**src/rtl/router_pkg.sv**
```systemverilog
// Shared flit format and NI state encoding for the router network interface.
// Head payload layout is {dest, len} right-aligned in the payload field.
package router_pkg;
    localparam int PAYLOAD_W = 32;
    localparam int FLIT_SIZE = PAYLOAD_W + 3;

    // Non-zero codes so an idle (all-zero) flit never aliases a real type
    typedef enum logic [1:0] {
        NONE_FLIT = 2'b00,
        HEAD_FLIT = 2'b01,
        BODY_FLIT = 2'b10,
        TAIL_FLIT = 2'b11
    } FLIT_TYPE_t;

    typedef struct packed {
        logic                 valid;
        FLIT_TYPE_t           ftype;
        logic [PAYLOAD_W-1:0] payload;
    } FLIT_t;

    typedef enum logic [1:0] {IDLE, HEAD, BODY, TAIL} NI_STATE_t;
endpackage

```
**src/rtl/ni_packetizer_if.sv**
```systemverilog
// Packet request, payload stream, flit output and credit return of the NI.
interface ni_packetizer_if #(
    parameter int MAX_LEN = 16,
    parameter int DEST_W  = 4
);
    import router_pkg::*;
    localparam int LEN_W = $clog2(MAX_LEN + 1);

    logic                 i_pkt_valid;
    logic                 o_pkt_ready;
    logic [DEST_W-1:0]    i_pkt_dest;
    logic [LEN_W-1:0]     i_pkt_len;
    logic                 i_data_valid;
    logic [PAYLOAD_W-1:0] i_data;
    logic                 o_data_ready;
    FLIT_t                o_flit;
    logic                 i_credit;
    logic                 o_pkt_sent;
    logic                 o_credit_err;

    modport slave (
        input  i_pkt_valid, i_pkt_dest, i_pkt_len, i_data_valid, i_data, i_credit,
        output o_pkt_ready, o_data_ready, o_flit, o_pkt_sent, o_credit_err
    );
    modport master (
        output i_pkt_valid, i_pkt_dest, i_pkt_len, i_data_valid, i_data, i_credit,
        input  o_pkt_ready, o_data_ready, o_flit, o_pkt_sent, o_credit_err
    );
endinterface

```
**src/rtl/credit_counter.sv**
```systemverilog
// Downstream buffer credit tracker; saturates at BUF_DEPTH and flags overflow.
module credit_counter #(
    parameter int BUF_DEPTH = 4,
    localparam int CNT_W    = $clog2(BUF_DEPTH + 1)
) (
    input  logic             clk,
    input  logic             reset_n,
    input  logic             inc_i,
    input  logic             dec_i,
    output logic [CNT_W-1:0] count_o,
    output logic             err_o
);
    logic [CNT_W-1:0] count_q, count_d;
    logic             err_q, err_d;

    always_comb begin
        count_d = count_q;
        err_d   = err_q;
        // Simultaneous return and consume cancel out
        if (inc_i && !dec_i) begin
            if (count_q == CNT_W'(BUF_DEPTH)) err_d = 1'b1;
            else                              count_d = count_q + 1'b1;
        end else if (dec_i && !inc_i && count_q != '0) begin
            count_d = count_q - 1'b1;
        end
    end

    always_ff @(posedge clk or negedge reset_n) begin
        if (!reset_n) begin
            count_q <= CNT_W'(BUF_DEPTH);
            err_q   <= 1'b0;
        end else begin
            count_q <= count_d;
            err_q   <= err_d;
        end
    end

    assign count_o = count_q;
    assign err_o   = err_q;
endmodule

```
**src/rtl/ni_packetizer.sv**
```systemverilog
// Network-interface packetizer: turns a (dest, len) request plus a payload word
// stream into head/body/tail flits, gated by downstream buffer credits.
module ni_packetizer import router_pkg::*; #(
    parameter int BUF_DEPTH = 4,
    parameter int MAX_LEN   = 16,
    parameter int DEST_W    = 4
) (
    input logic           clk,
    input logic           reset_n,
    ni_packetizer_if.slave bus
);
    localparam int LEN_W = $clog2(MAX_LEN + 1);
    localparam int CNT_W = $clog2(BUF_DEPTH + 1);

    NI_STATE_t         state_q, state_d;
    logic [DEST_W-1:0] dest_q, dest_d;
    logic [LEN_W-1:0]  len_q, len_d;
    logic [LEN_W-1:0]  rem_q, rem_d;
    FLIT_t             flit_q, flit_d;
    logic              sent_q, sent_d;
    logic              emit, data_rdy, has_credit, credit_err;
    logic [CNT_W-1:0]  credits;

    credit_counter #(.BUF_DEPTH(BUF_DEPTH)) u_credit (
        .clk     (clk),
        .reset_n (reset_n),
        .inc_i   (bus.i_credit),
        .dec_i   (emit),
        .count_o (credits),
        .err_o   (credit_err)
    );

    assign has_credit = (credits != '0);

    always_comb begin
        state_d  = state_q;
        dest_d   = dest_q;
        len_d    = len_q;
        rem_d    = rem_q;
        flit_d   = '0;
        sent_d   = 1'b0;
        emit     = 1'b0;
        data_rdy = (state_q == BODY || state_q == TAIL) && has_credit;
        unique case (state_q)
            IDLE: begin
                if (bus.i_pkt_valid) begin
                    dest_d  = bus.i_pkt_dest;
                    // A zero-length request still carries one word
                    len_d   = (bus.i_pkt_len == '0) ? LEN_W'(1) : bus.i_pkt_len;
                    state_d = HEAD;
                end
            end
            HEAD: begin
                if (has_credit) begin
                    emit           = 1'b1;
                    flit_d.valid   = 1'b1;
                    flit_d.ftype   = HEAD_FLIT;
                    flit_d.payload = PAYLOAD_W'({dest_q, len_q});
                    if (len_q > LEN_W'(1)) begin
                        state_d = BODY;
                        rem_d   = len_q;
                    end else begin
                        state_d = TAIL;
                    end
                end
            end
            BODY: begin
                if (data_rdy && bus.i_data_valid) begin
                    emit           = 1'b1;
                    flit_d.valid   = 1'b1;
                    flit_d.ftype   = BODY_FLIT;
                    flit_d.payload = bus.i_data;
                    rem_d          = rem_q - 1'b1;
                    if (rem_q == LEN_W'(2)) state_d = TAIL;
                end
            end
            TAIL: begin
                if (data_rdy && bus.i_data_valid) begin
                    emit           = 1'b1;
                    flit_d.valid   = 1'b1;
                    flit_d.ftype   = TAIL_FLIT;
                    flit_d.payload = bus.i_data;
                    sent_d         = 1'b1;
                    state_d        = IDLE;
                    dest_d         = '0;
                    len_d          = '0;
                    rem_d          = '0;
                end
            end
            default: state_d = IDLE;
        endcase
    end

    always_ff @(posedge clk or negedge reset_n) begin
        if (!reset_n) begin
            state_q <= IDLE;
            dest_q  <= '0;
            len_q   <= '0;
            rem_q   <= '0;
            flit_q  <= '0;
            sent_q  <= 1'b0;
        end else begin
            state_q <= state_d;
            dest_q  <= dest_d;
            len_q   <= len_d;
            rem_q   <= rem_d;
            flit_q  <= flit_d;
            sent_q  <= sent_d;
        end
    end

    assign bus.o_pkt_ready  = (state_q == IDLE);
    assign bus.o_data_ready = data_rdy;
    assign bus.o_flit       = flit_q;
    assign bus.o_pkt_sent   = sent_q;
    assign bus.o_credit_err = credit_err;
endmodule
```
**src/flat_wrapper.sv**
```systemverilog
// flat-port wrapper written by rule: the top's interface ports become plain ports
module ni_packetizer_flat import router_pkg::*;
#(
    parameter int BUF_DEPTH = 4,
    parameter int MAX_LEN   = 16,
    parameter int DEST_W    = 4
)
  (clk, reset_n, bus_i_pkt_valid, bus_i_pkt_dest, bus_i_pkt_len, bus_i_data_valid, bus_i_data, bus_i_credit, bus_o_pkt_ready, bus_o_data_ready, bus_o_flit, bus_o_pkt_sent, bus_o_credit_err);
  ni_packetizer_if #(.MAX_LEN(MAX_LEN), .DEST_W(DEST_W)) bus_i ();
  input logic clk;
  input logic reset_n;
  input wire logic [$bits(bus_i.i_pkt_valid)-1:0] bus_i_pkt_valid;
  input wire logic [$bits(bus_i.i_pkt_dest)-1:0] bus_i_pkt_dest;
  input wire logic [$bits(bus_i.i_pkt_len)-1:0] bus_i_pkt_len;
  input wire logic [$bits(bus_i.i_data_valid)-1:0] bus_i_data_valid;
  input wire logic [$bits(bus_i.i_data)-1:0] bus_i_data;
  input wire logic [$bits(bus_i.i_credit)-1:0] bus_i_credit;
  output wire logic [$bits(bus_i.o_pkt_ready)-1:0] bus_o_pkt_ready;
  output wire logic [$bits(bus_i.o_data_ready)-1:0] bus_o_data_ready;
  output wire logic [$bits(bus_i.o_flit)-1:0] bus_o_flit;
  output wire logic [$bits(bus_i.o_pkt_sent)-1:0] bus_o_pkt_sent;
  output wire logic [$bits(bus_i.o_credit_err)-1:0] bus_o_credit_err;
  assign bus_i.i_pkt_valid = bus_i_pkt_valid;
  assign bus_i.i_pkt_dest = bus_i_pkt_dest;
  assign bus_i.i_pkt_len = bus_i_pkt_len;
  assign bus_i.i_data_valid = bus_i_data_valid;
  assign bus_i.i_data = bus_i_data;
  assign bus_i.i_credit = bus_i_credit;
  assign bus_o_pkt_ready = bus_i.o_pkt_ready;
  assign bus_o_data_ready = bus_i.o_data_ready;
  assign bus_o_flit = bus_i.o_flit;
  assign bus_o_pkt_sent = bus_i.o_pkt_sent;
  assign bus_o_credit_err = bus_i.o_credit_err;
  ni_packetizer #(.BUF_DEPTH(BUF_DEPTH), .MAX_LEN(MAX_LEN), .DEST_W(DEST_W)) u_core (.clk(clk), .reset_n(reset_n), .bus(bus_i));
endmodule
```
**config.mk**
```make
export PLATFORM = sky130hd
export DESIGN_NAME = ni_packetizer_flat
export DESIGN_NICKNAME = d
export VERILOG_FILES = /design/src/rtl/router_pkg.sv /design/src/rtl/ni_packetizer_if.sv /design/src/rtl/credit_counter.sv /design/src/rtl/ni_packetizer.sv /design/src/flat_wrapper.sv
export SDC_FILE = /design/constraint.sdc
export NUM_CORES = 1
export LEC_CHECK = 0
export ABC_AREA = 1
export CAP_MARGIN = 20
export CORE_UTILIZATION = 49
export DETAILED_ROUTE_END_ITERATION = 10
export HOLD_SLACK_MARGIN = 0.05
export MAX_ROUTING_LAYER = met4
export PLACE_DENSITY = 0.85
export SYNTH_ARGS = -nofsm -noshare
export SYNTH_HDL_FRONTEND = slang
export SYNTH_HIERARCHICAL = 1
export SYNTH_SLANG_ARGS = --single-unit
export TNS_END_PERCENT = 30
```
**constraint.sdc**
```tcl
create_clock -name clk -period 4.4 [get_ports clk]
set_clock_uncertainty 0.1 [all_clocks]
set_input_delay 1.32 -clock clk [delete_from_list [all_inputs] [get_ports clk]]
set_output_delay 1.32 -clock clk [all_outputs]
set_load 0.01 [all_outputs]
```
==> run metrics, run 1 <==
Post-synth top flop=dfrtp_1; total track usage=0.236; status=finished, final reports clean; CTS tree=yes; n_diodes=0; hold-fix buffer count after cts=0; FF+latch count, synth=56; Longest Clk Path Bufs=2; worst slew pin tran=between 0.7 and 0.8 ns; Ys Warns=6; Clk Latency, worst-skew pair=approximately 0.31 ns; DR top layer=met4; vias=2154; share of cells above drive strength 1=0.0842; max incr delay on CP=approximately 0.55 ns; WP data arrival=2.11 ns; Seq/Total Area, Yosys=0.550; initial antenna violation count=0; Finish-stage setup viols=0; Iteration-0 DRC Markers=88; M1 wire length=roughly 2.5 mm; gr ovfl total=0; Final Max Slew Viols=0; share of the synthesized area in the top cell type=0.540; CP Capture Type=primary output; Net Count, Synth=347; final instance area=3520 um^2; Clock Sinks=56; Initial Util=0.523; # IOs=85; minimum clock period=3.53 ns; Post-Syn Area=about 2500 um^2; vias in the first global route=2047; Rel. slew slack=0.473; number of flops mapped to enable cells by yosys=0; total power=2.05 mW; Syn Area/Cell=8.70 um^2; Total Die Area=5500 um^2; worst path required time=2.98 ns; Max Cap Viol=0; first-pass GRT wire length=around 9.3 mm; Worst IR Drop VDD=roughly 0.33 mV; Pre-antenna DRT Iters=4; Routed met2 length=2.77 mm; CTS root buf=clkbuf_8; CP Class=reg -> out; critical path cell sequence=inv_1 > ha_1 > inv_1 > nand2_4 > inv_1 > a21oi_1 > clkdlybuf4s50_1; row cnt=25; vias per inst=approximately 4.8; Worst path slowest cell=clkdlybuf4s50_1; Detail Route Antenna Nets=0; final hold viol count=0; Setup TNS=0 ns; critical path fanouts, max=8; FFs w/ async S/R, synth=1.00; WL per Instance=~13 um; cell repeated most along the worst path=inv_1; Mapped Cells=about 290; final WL=5.75 mm; Synth area leaders=dfrtp_1 54%, nand2_1 11%, inv_1 7.2%, nor2_1 5.0%, ha_1 3.4%; post-cts repair resize count=0; commonest cells in the netlist=78 x nand2_1, 55 x dfrtp_1, 49 x inv_1; PortBufs=84; CTS HTree Levels=2; dpl cell area=3430 um^2; gpl congestion=0.848; register area=1400 um^2; HP Class=reg -> reg; cts bufs inserted=5; Leak Pwr=1.82 nW; Die X-Extent=74.1 um; HPWL after detailed placement=between 4 and 5 mm; Startpoint Class=flop; RSZ-0062 raised after global routing=false; Synth cell types=24; FILL cells=377; metal3 WL=399 um; pin count of the biggest net entering global routing=37; power density over the cells=around 580 nW/um^2; Post-CTS Setup Inserts=0; count leader, synth=nand2_1; Tcrit/Tclk final=0.802; Die H=74.1 um; synth-to-layout area growth=38.2%; Clock transition at path regs=0.10 ns; Highest Clock Rate=between 0.2 and 0.3 GHz; # DRC=0; Final #Nets=~430; Core Area=between 4000 and 5000 um^2; area of the multi-input gates=897 um^2; largest area contributor in the netlist=dfrtp_1
layer usage:
layer | track usage | up-vias
met2 | 0.394 | 89
met4 | 0.0940 | 0
met1 | 0.271 | 996
li1 | - | 1060
met5 | - | -
met3 | 0.0610 | 9
worst max-delay path: cells and delay by family, from the launching register on:
kind / cells / cell delay (ns)
buffers and inverters: 4 / 0.90
DFF: 1 / 0.44
adders and majority gates: 1 / 0.21
and+or+nand+nor: 1 / 0.13
AOI/OAI and AO/OA: 1 / 0.13
final timing paths:
| check | endpoint | cells past startpoint | startpoint | slack, ns |
|---|---|---|---|---|
| min in group asynchronous | u_core/rem_q[0] | 1 | reset_n | 0.98 |
| max | bus_o_data_ready | 7 | u_core/state_q[0] | 0.87 |
| max reg2reg | u_core/u_credit/count_o[2] | 15 | u_core/state_q[0] | 1.79 |
| max in group asynchronous | u_core/bus.o_flit[34] | 2 | reset_n | 2.44 |
| min reg2reg | u_core/dest_q[2] | 2 | u_core/dest_q[2] | 0.38 |
| min | u_core/dest_q[2] | 2 | u_core/dest_q[2] | 0.38 |
cells by family after synthesis:
logic type	share of synthesized area
flops	0.550
compound gates	0.0471
buf+inv	0.0981
fa+ha+maj	0.0422
simple gates	0.263
layout by cell type (no fill, tap or decap):
cell type        netlist  final
a21oi_1                5      5
buf_2                  2      1
buf_4                  2      1
clkbuf_1               0      1
clkbuf_8               0      6
clkdlybuf4s50_1        0     83
clkinvlp_4             0      1
dfrtp_1               55     55
dfstp_2                1      1
fa_1                   1      1
ha_1                   7      7
inv_1                 49     49
inv_2                  5      5
nand2_1               78     78
nand2_2                5      5
nand2_4                2      2
nand3_1               14     14
nand3_2                2      2
nand4_1               10     10
nand4_4                1      1
nor2_1                34     34
nor2_2                 2      2
o21ai_0                8      8
o21ai_2                4      4
o21bai_1               1      1
o22ai_1                2      2
or2_4                  1      1
final cells by class:
| class | instances | share of cell area |
|---|---|---|
| multi-input combinational | 177 | 0.255 |
| tap | 67 | 0.0238 |
| clock inverter | 1 | 0.00213 |
| timing repair buffer | 85 | 0.239 |
| clock buffer | 7 | 0.0245 |
| inverter | 54 | 0.0575 |
| sequential | 56 | 0.398 |
state kept, by name (all words and copies together) (netlist names):
| register | count |
|---|---|
| u_core/state_q | 2 |
| u_core/u_credit/err_o | 1 |
| u_core/dest_q | 4 |
| u_core/bus.o_pkt_sent | 1 |
| u_core/bus.o_flit | 35 |
| u_core/rem_q | 5 |
| u_core/len_q | 5 |
| u_core/u_credit/count_o | 3 |
report_power, final:
part           switching [mW]  internal (mW)  total (mW)
registers              0.0989          0.664       0.763
clock network           0.167          0.128       0.295
logic                   0.582          0.409       0.991
stage by stage:
stage	hold WS (ns)	worst slack (ns)	instances	util
floorplan	0.342	1.78	293	-
global placement	0.356	1.10	439	0.703
detailed placement	0.360	0.976	439	0.703
CTS	0.384	0.848	447	0.722
global route	0.412	0.694	447	0.722
finish	0.383	0.869	447	0.722
(Power assumes the default switching activity.)
==> inputs of run 2 (changes only) <==
--- a/config.mk
+++ b/config.mk
@@ -7,11 +7,11 @@
 export LEC_CHECK = 0
 export ABC_AREA = 1
 export CAP_MARGIN = 20
-export CORE_UTILIZATION = 49
+export CORE_UTILIZATION = 46
 export DETAILED_ROUTE_END_ITERATION = 10
 export HOLD_SLACK_MARGIN = 0.05
 export MAX_ROUTING_LAYER = met4
-export PLACE_DENSITY = 0.85
+export PLACE_DENSITY = 0.8
 export SYNTH_ARGS = -nofsm -noshare
 export SYNTH_HDL_FRONTEND = slang
 export SYNTH_HIERARCHICAL = 1
==> constraint.sdc (replaced) <==
create_clock -name clk -period 3.6 [get_ports clk]
set_clock_uncertainty 0.1 [all_clocks]
set_input_delay 1.08 -clock clk [delete_from_list [all_inputs] [get_ports clk]]
set_output_delay 1.08 -clock clk [all_outputs]
set_load 0.01 [all_outputs]
==> run 2 against run 1 <==
Non-clock buffer count grew 2; wire length shrank 7.3%; clock-buffer cell count is the same.
==> run metrics, run 2 (same netlist as run 1, synthesis figures left out) <==
status=finished, final reports clean; CTS root buf=clkbuf_8; worst r2r src=u_core/state_q[0]; final std cells w/o fill=452 (+1.1%); pin count of the biggest net entering global routing=31 (-16%); top cell family by delay on the critical path=buffers and inverters; hold-fix buffer count after cts=0 (unchanged); Worst path slowest cell=clkdlybuf4s50_1; Final Max Slew Viols=0 (unchanged); combinational fraction of design power=0.488 (+0.004); gr ovfl total=0 (unchanged); Initial Util=0.487 (-0.0357); Clk Latency, worst-skew pair=0.30 ns (about the same); Post-CTS Setup Inserts=0 (unchanged); Die X-Extent=76.5 um (+3.1%); post-cts repair resize count=0 (unchanged); critical path fanouts, max=8 (unchanged); max incr delay on CP=0.56 ns (about the same); vias in the first global route=2090 (+2.1%); worst slew pin tran=0.543 ns (-0.247 ns); n_diodes=0 (unchanged); row cnt=26 (+4.0%); most common cell after layout, fill and taps aside=clkdlybuf4s50_1; # DRC=0 (unchanged); Int Pwr=1.45 mW (+21%); first-pass GRT wire length=9.43 mm (+1.6%); total track usage=0.209 (-0.0276); final WL=5.33 mm (-7.3%); Longest Clk Path Bufs=2 (unchanged); Die H=76.5 um (+3.1%); synth-to-layout area growth=38.6%; CTS HTree Levels=2 (unchanged); gpl congestion=0.889 (+4.8%); WL per Instance=11.8 um (-8.4%); worst path required time=2.42 ns (-0.56 ns); Setup TNS=0 ns (unchanged); final hold viol count=0 (unchanged); Core Area=5240 um^2 (+7.3%); WP data arrival=2.18 ns (+0.07 ns); Clock transition at path regs=0.10 ns (about the same); Final WS setup=0.243 ns (-0.627 ns); HP Class=reg -> reg; Sequential Power Share=0.378 (+0.006); vias per inst=4.72 (-2.0%); Pre-antenna DRT Iters=4 (unchanged); power density over the cells=697 nW/um^2 (+20%); Highest Clock Rate=0.298 GHz; critical path cell sequence=inv_1 > ha_1 > inv_1 > nand2_4 > inv_1 > a21oi_1 > clkdlybuf4s50_1; minimum clock period=around 3.4 ns; Finish-stage setup viols=0 (unchanged); Leak Pwr=1.83 nW (+0.39%); dpl ws=0.582 ns (-0.393 ns); Rel. slew slack=0.637 (+0.164); PortBufs=84 (unchanged); vias=2134 (-0.93%); power share of the clock group=0.135 (-0.009); initial antenna violation count=0 (unchanged); Final #Nets=435 (+0.46%); Startpoint Class=flop; HPWL after detailed placement=4.13 mm (-5.4%); Max Cap Viol=0 (unchanged); Total Die Area=5850 um^2 (+6.3%); cell repeated most along the worst path=inv_1; Tcrit/Tclk final=0.933; max reg flops=35 (unchanged); CTS tree=yes; CP Class=reg -> out; hold_sp=u_core/dest_q[3]; RSZ-0062 raised after global routing=false; placed insts=444 (+1.1%); Clock Sinks=56 (unchanged); Worst setup startpoint=u_core/state_q[0]; buffers plus inverters on the worst setup path=4 (unchanged); switching share of power=0.409 (-0.00434); Iteration-0 DRC Markers=83 (-5.7%); most frequent cells in the layout=83 x clkdlybuf4s50_1, 78 x nand2_1, 55 x dfrtp_1; share of cells above drive strength 1=0.0864 (+0.00218); Detail Route Antenna Nets=0 (unchanged); # IOs=85 (unchanged); final core utilization=0.675 (-0.0474); cts bufs inserted=5 (unchanged); sw power=1.01 mW (+19%); CP Capture Type=primary output; Reg2Reg Setup Slack=1.12 ns (-0.67 ns); Worst IR Drop VDD=0.428 mV (+28%)
==> run 2: final timing paths <==
kind,end,cells after the start
setup / recovery,bus_o_data_ready,7
hold / removal,u_core/dest_q[3],2
setup reg to reg,u_core/u_credit/count_o[1],10
hold reg to reg,u_core/dest_q[3],2
max in group asynchronous,u_core/bus.o_flit[20],2
min in group asynchronous,u_core/dest_q[3],1
==> run 2: cell type report <==
class,count,area (um^2)
multi-input combinational,177,897
sequential,56,1400
fill,432,1700
clock inverter,1,8.76
tap,70,87.6
timing repair buffer,87,858
inverter,54,203
clock buffer,7,76.3
==> run 2: power by group through the flow <==
stage	sequential [mW]	combinational [mW]	clock, mW
after floorplan	0.961	0.761	0
after global placement	0.931	1.18	0
after detailed placement	0.939	1.21	0
after CTS	0.929	1.21	0.345
after global routing	0.956	1.35	0.366
final	0.930	1.20	0.332
==> run 2: tightest hold or removal path: cells and delay by family, from the launching register on <==
kind | cells | cell delay [ns]
flops | 1 | 0.36
simple gates | 2 | 0.09
==> run 2: through the flow <==
step           total power, mW  area (um^2)  hold slack (ns)
4_1_cts                   2.48         3530            0.384
3_3_place_gp              2.11         3450            0.356
2_1_floorplan             1.72         2550            0.342
6_report                  2.46         3530            0.380
3_5_place_dp              2.15         3450            0.360
5_1_grt                   2.67         3530            0.414
==> run 2: layer usage <==
metal | part of all wire | global-route usage | vias up
li1 | - | - | 1070
met1 | 0.46 | 0.250 | 976
met2 | 0.48 | 0.359 | 83
met3 | 0.053 | 0.0359 | 5
met4 | 0.012 | 0.0615 | 0
met5 | 0 | - | -
==> inputs of run 3 (changes only) <==
--- a/config.mk
+++ b/config.mk
@@ -5,9 +5,9 @@
 export SDC_FILE = /design/constraint.sdc
 export NUM_CORES = 1
 export LEC_CHECK = 0
-export ABC_AREA = 1
+export ABC_CLOCK_PERIOD_IN_PS = 3600
 export CAP_MARGIN = 20
-export CORE_UTILIZATION = 46
+export CORE_UTILIZATION = 45
 export DETAILED_ROUTE_END_ITERATION = 10
 export HOLD_SLACK_MARGIN = 0.05
 export MAX_ROUTING_LAYER = met4
==> run 3 against run 2 <==
Sequential share of layout area is 0.40 points higher; first-iteration DRC count increased by 89%; utilization rose by 0.17 points.
==> run metrics, run 3 <==
Reg2Reg Setup Slack=0.49 ns (-0.63 ns); status=finished, final reports clean; reg-to-reg endpoint=u_core/u_credit/count_o[1]; final instance area=3500 um^2 (-0.99%); largest area contributor in the netlist=dfrtp_1; Final Max Slew Viols=0 (unchanged); placed insts=365 (-18%); vias per inst=5.11 (+8.2%); FF+latch count, synth=56 (unchanged); Net Count, Synth=266 (-23%); RSZ-0062 raised after global routing=false; WP data arrival=2.22 ns (+0.04 ns); total track usage=0.211 (+0.00282); Die X-Extent=76.0 um (-0.63%); Total Die Area=5770 um^2 (-1.3%); final std cells w/o fill=373 (-17%); most frequent cells in the layout=83 x clkdlybuf4s50_1, 55 x dfrtp_1, 24 x and2_1; Highest Clock Rate=0.294 GHz (-1.2%); total power=2.61 mW (+5.9%); Pre-antenna DRT Iters=4 (unchanged); Seq/Total Area, Yosys=0.570 (+0.0196); dpl ws=0.154 ns (-0.429 ns); pin count of the biggest net entering global routing=36 (+16%); Post-Syn Area=2460 um^2 (-3.4%); gr ovfl total=0 (unchanged); Setup TNS=0 ns (unchanged); met3 Use GR=0.0359 (unchanged); Rel. slew slack=0.604 (-0.0327); worst path required time=2.42 ns (about the same); vias=1906 (-11%); Initial Util=0.476 (-0.0108); Clock Sinks=56 (unchanged); gr busiest metal=met1; hold_sp=u_core/u_credit/err_o; CP Capture Type=primary output; Iteration-0 DRC Markers=157 (+89%); FFs w/ async S/R, synth=1.00 (unchanged); Clock transition at path regs=0.09 ns (about the same); Finish-stage setup viols=0 (unchanged); cts bufs inserted=5 (unchanged); Post-synth top flop=dfrtp_1; Post-CTS Setup Inserts=0 (unchanged); Syn Area/Cell=11.6 um^2 (+33%); dpl cell area=3410 um^2 (-1.1%); initial antenna violation count=0 (unchanged); FILL cells=392 (-9.3%); final hold viol count=0 (unchanged); met2 usage=0.306 (-0.0531); first-pass GRT wire length=9.27 mm (-1.7%); Max Cap Viol=0 (unchanged); post-cts repair resize count=0 (unchanged); HP Class=reg -> reg; share of cells above drive strength 1=0.0957 (+0.00932); power density over the cells=745 nW/um^2 (+6.9%); most common cell after layout, fill and taps aside=clkdlybuf4s50_1; Core Area=5170 um^2 (-1.2%); Clk Latency, worst-skew pair=0.31 ns (about the same); Hold Path Sink=u_core/u_credit/err_o; CTS HTree Levels=2 (unchanged); final WL=5.61 mm (+5.2%); Mapped Cells=212 (-28%); Worst IR Drop VDD=0.467 mV (+9.1%); worst slew pin tran=0.592 ns (+0.0484 ns); cells on worst reg2reg path=10 (unchanged); Synth cell types=49 (+100%); PortBufs=84 (unchanged); HPWL after detailed placement=4.14 mm (+0.28%); row cnt=26 (unchanged); hold-fix buffer count after cts=0 (unchanged); Leak Pwr=1.60 nW (-13%); Longest Clk Path Bufs=2 (unchanged); count leader, synth=dfrtp_1; Synth area leaders=dfrtp_1 56%, and2_1 6.1%, a22o_1 5.7%, ha_1 3.6%, nor2_1 1.8%; # IOs=85 (unchanged); critical path fanouts, max=8 (unchanged); n_diodes=0 (unchanged); gpl congestion=0.902 (+1.5%); minimum clock period=3.40 ns (+0.0410 ns); worst r2r src=u_core/state_q[0]; commonest cells in the netlist=55 x dfrtp_1, 24 x and2_1, 16 x a22o_1; max reg flops=35 (unchanged); CTS root buf=clkbuf_8; final core utilization=0.676 (+0.00171); Ys Warns=6 (unchanged); hold depth=2 (unchanged); CP Class=reg -> out; share of the synthesized area in the top cell type=0.559 (+0.0192); CTS tree=yes; number of flops mapped to enable cells by yosys=0 (unchanged); Startpoint Class=flop; met1 Usage GRT=0.309 (+0.0586); Die H=76.0 um (-0.63%); Tcrit/Tclk final=0.944 (+0.0114); synth-to-layout area growth=42.1%; Final WS setup=0.202 ns (-0.0410 ns); Hold WS=0.386 ns (+0.00597 ns); vias in the first global route=1811 (-13%); # DRC=0 (unchanged); Detail Route Antenna Nets=0 (unchanged); WL per Instance=15.0 um (+27%); Final #Nets=356 (-18%)
run 3: cell count changes in the layout (fill, tap and decap cells not counted), moves of 13 or more:
cell	previous run	this run
nand3_1	14	1
nand2_1	78	10
inv_1	49	11
and2_1	0	24
a22o_1	0	16
nor2_1	34	12
run 3: layout make-up:
type	count	area (um^2)	share of cell area
repair buffers	90	881	0.252
multi-input cells	137	993	0.284
well taps	70	87.6	0.0250
clock inverters	2	16.3	0.00465
clock buffers	6	72.6	0.0207
inverters	12	45.0	0.0129
flip-flops and latches	56	1400	0.401
run 3: how the worst max path moves through the flow:
stage	start	end	slack [ns]
finish	u_core/state_q[0]	bus_o_data_ready	0.20
global route	u_core/state_q[0]	bus_o_data_ready	0.09
CTS	u_core/state_q[0]	bus_o_data_ready	0.22
detailed placement	bus_i_data_valid	u_core/u_credit/count_o[1]	0.15
global placement	bus_i_data_valid	u_core/u_credit/count_o[1]	0.28
floorplan	u_core/state_q[0]	u_core/u_credit/count_o[1]	0.71
run 3: cell families (layout without fill, tap and decap cells):
group	after synthesis	in the layout	share of synthesized area
simple gates	75	75	0.175
compound gates	50	50	0.164
fa+ha+maj	8	8	0.0437
buf+inv	19	110	0.0295
flops	56	56	0.570
mux	4	4	0.0178
run 3: power breakdown:
part | switching [mW] | total, mW | internal (mW)
clock | 0.202 | 0.341 | 0.139
combinational | 0.632 | 1.29 | 0.663
sequential | 0.145 | 0.972 | 0.827
total | 0.979 | 2.61 | 1.63
run 3: per-layer routing:
layer | up-vias | wire [um]
met2 | 67 | 2490
met4 | 0 | 46
met1 | 912 | 2790
li1 | 922 | -
met5 | - | 0
met3 | 5 | 281
run 3: worst max-delay path, stage by stage, from the launching register on:
cell and delay (ns):
dfrtp_1 0.43, inv_1 0.10, ha_1 0.30, nor2_1 0.51
nor2_1 0.08, clkdlybuf4s50_1 0.49
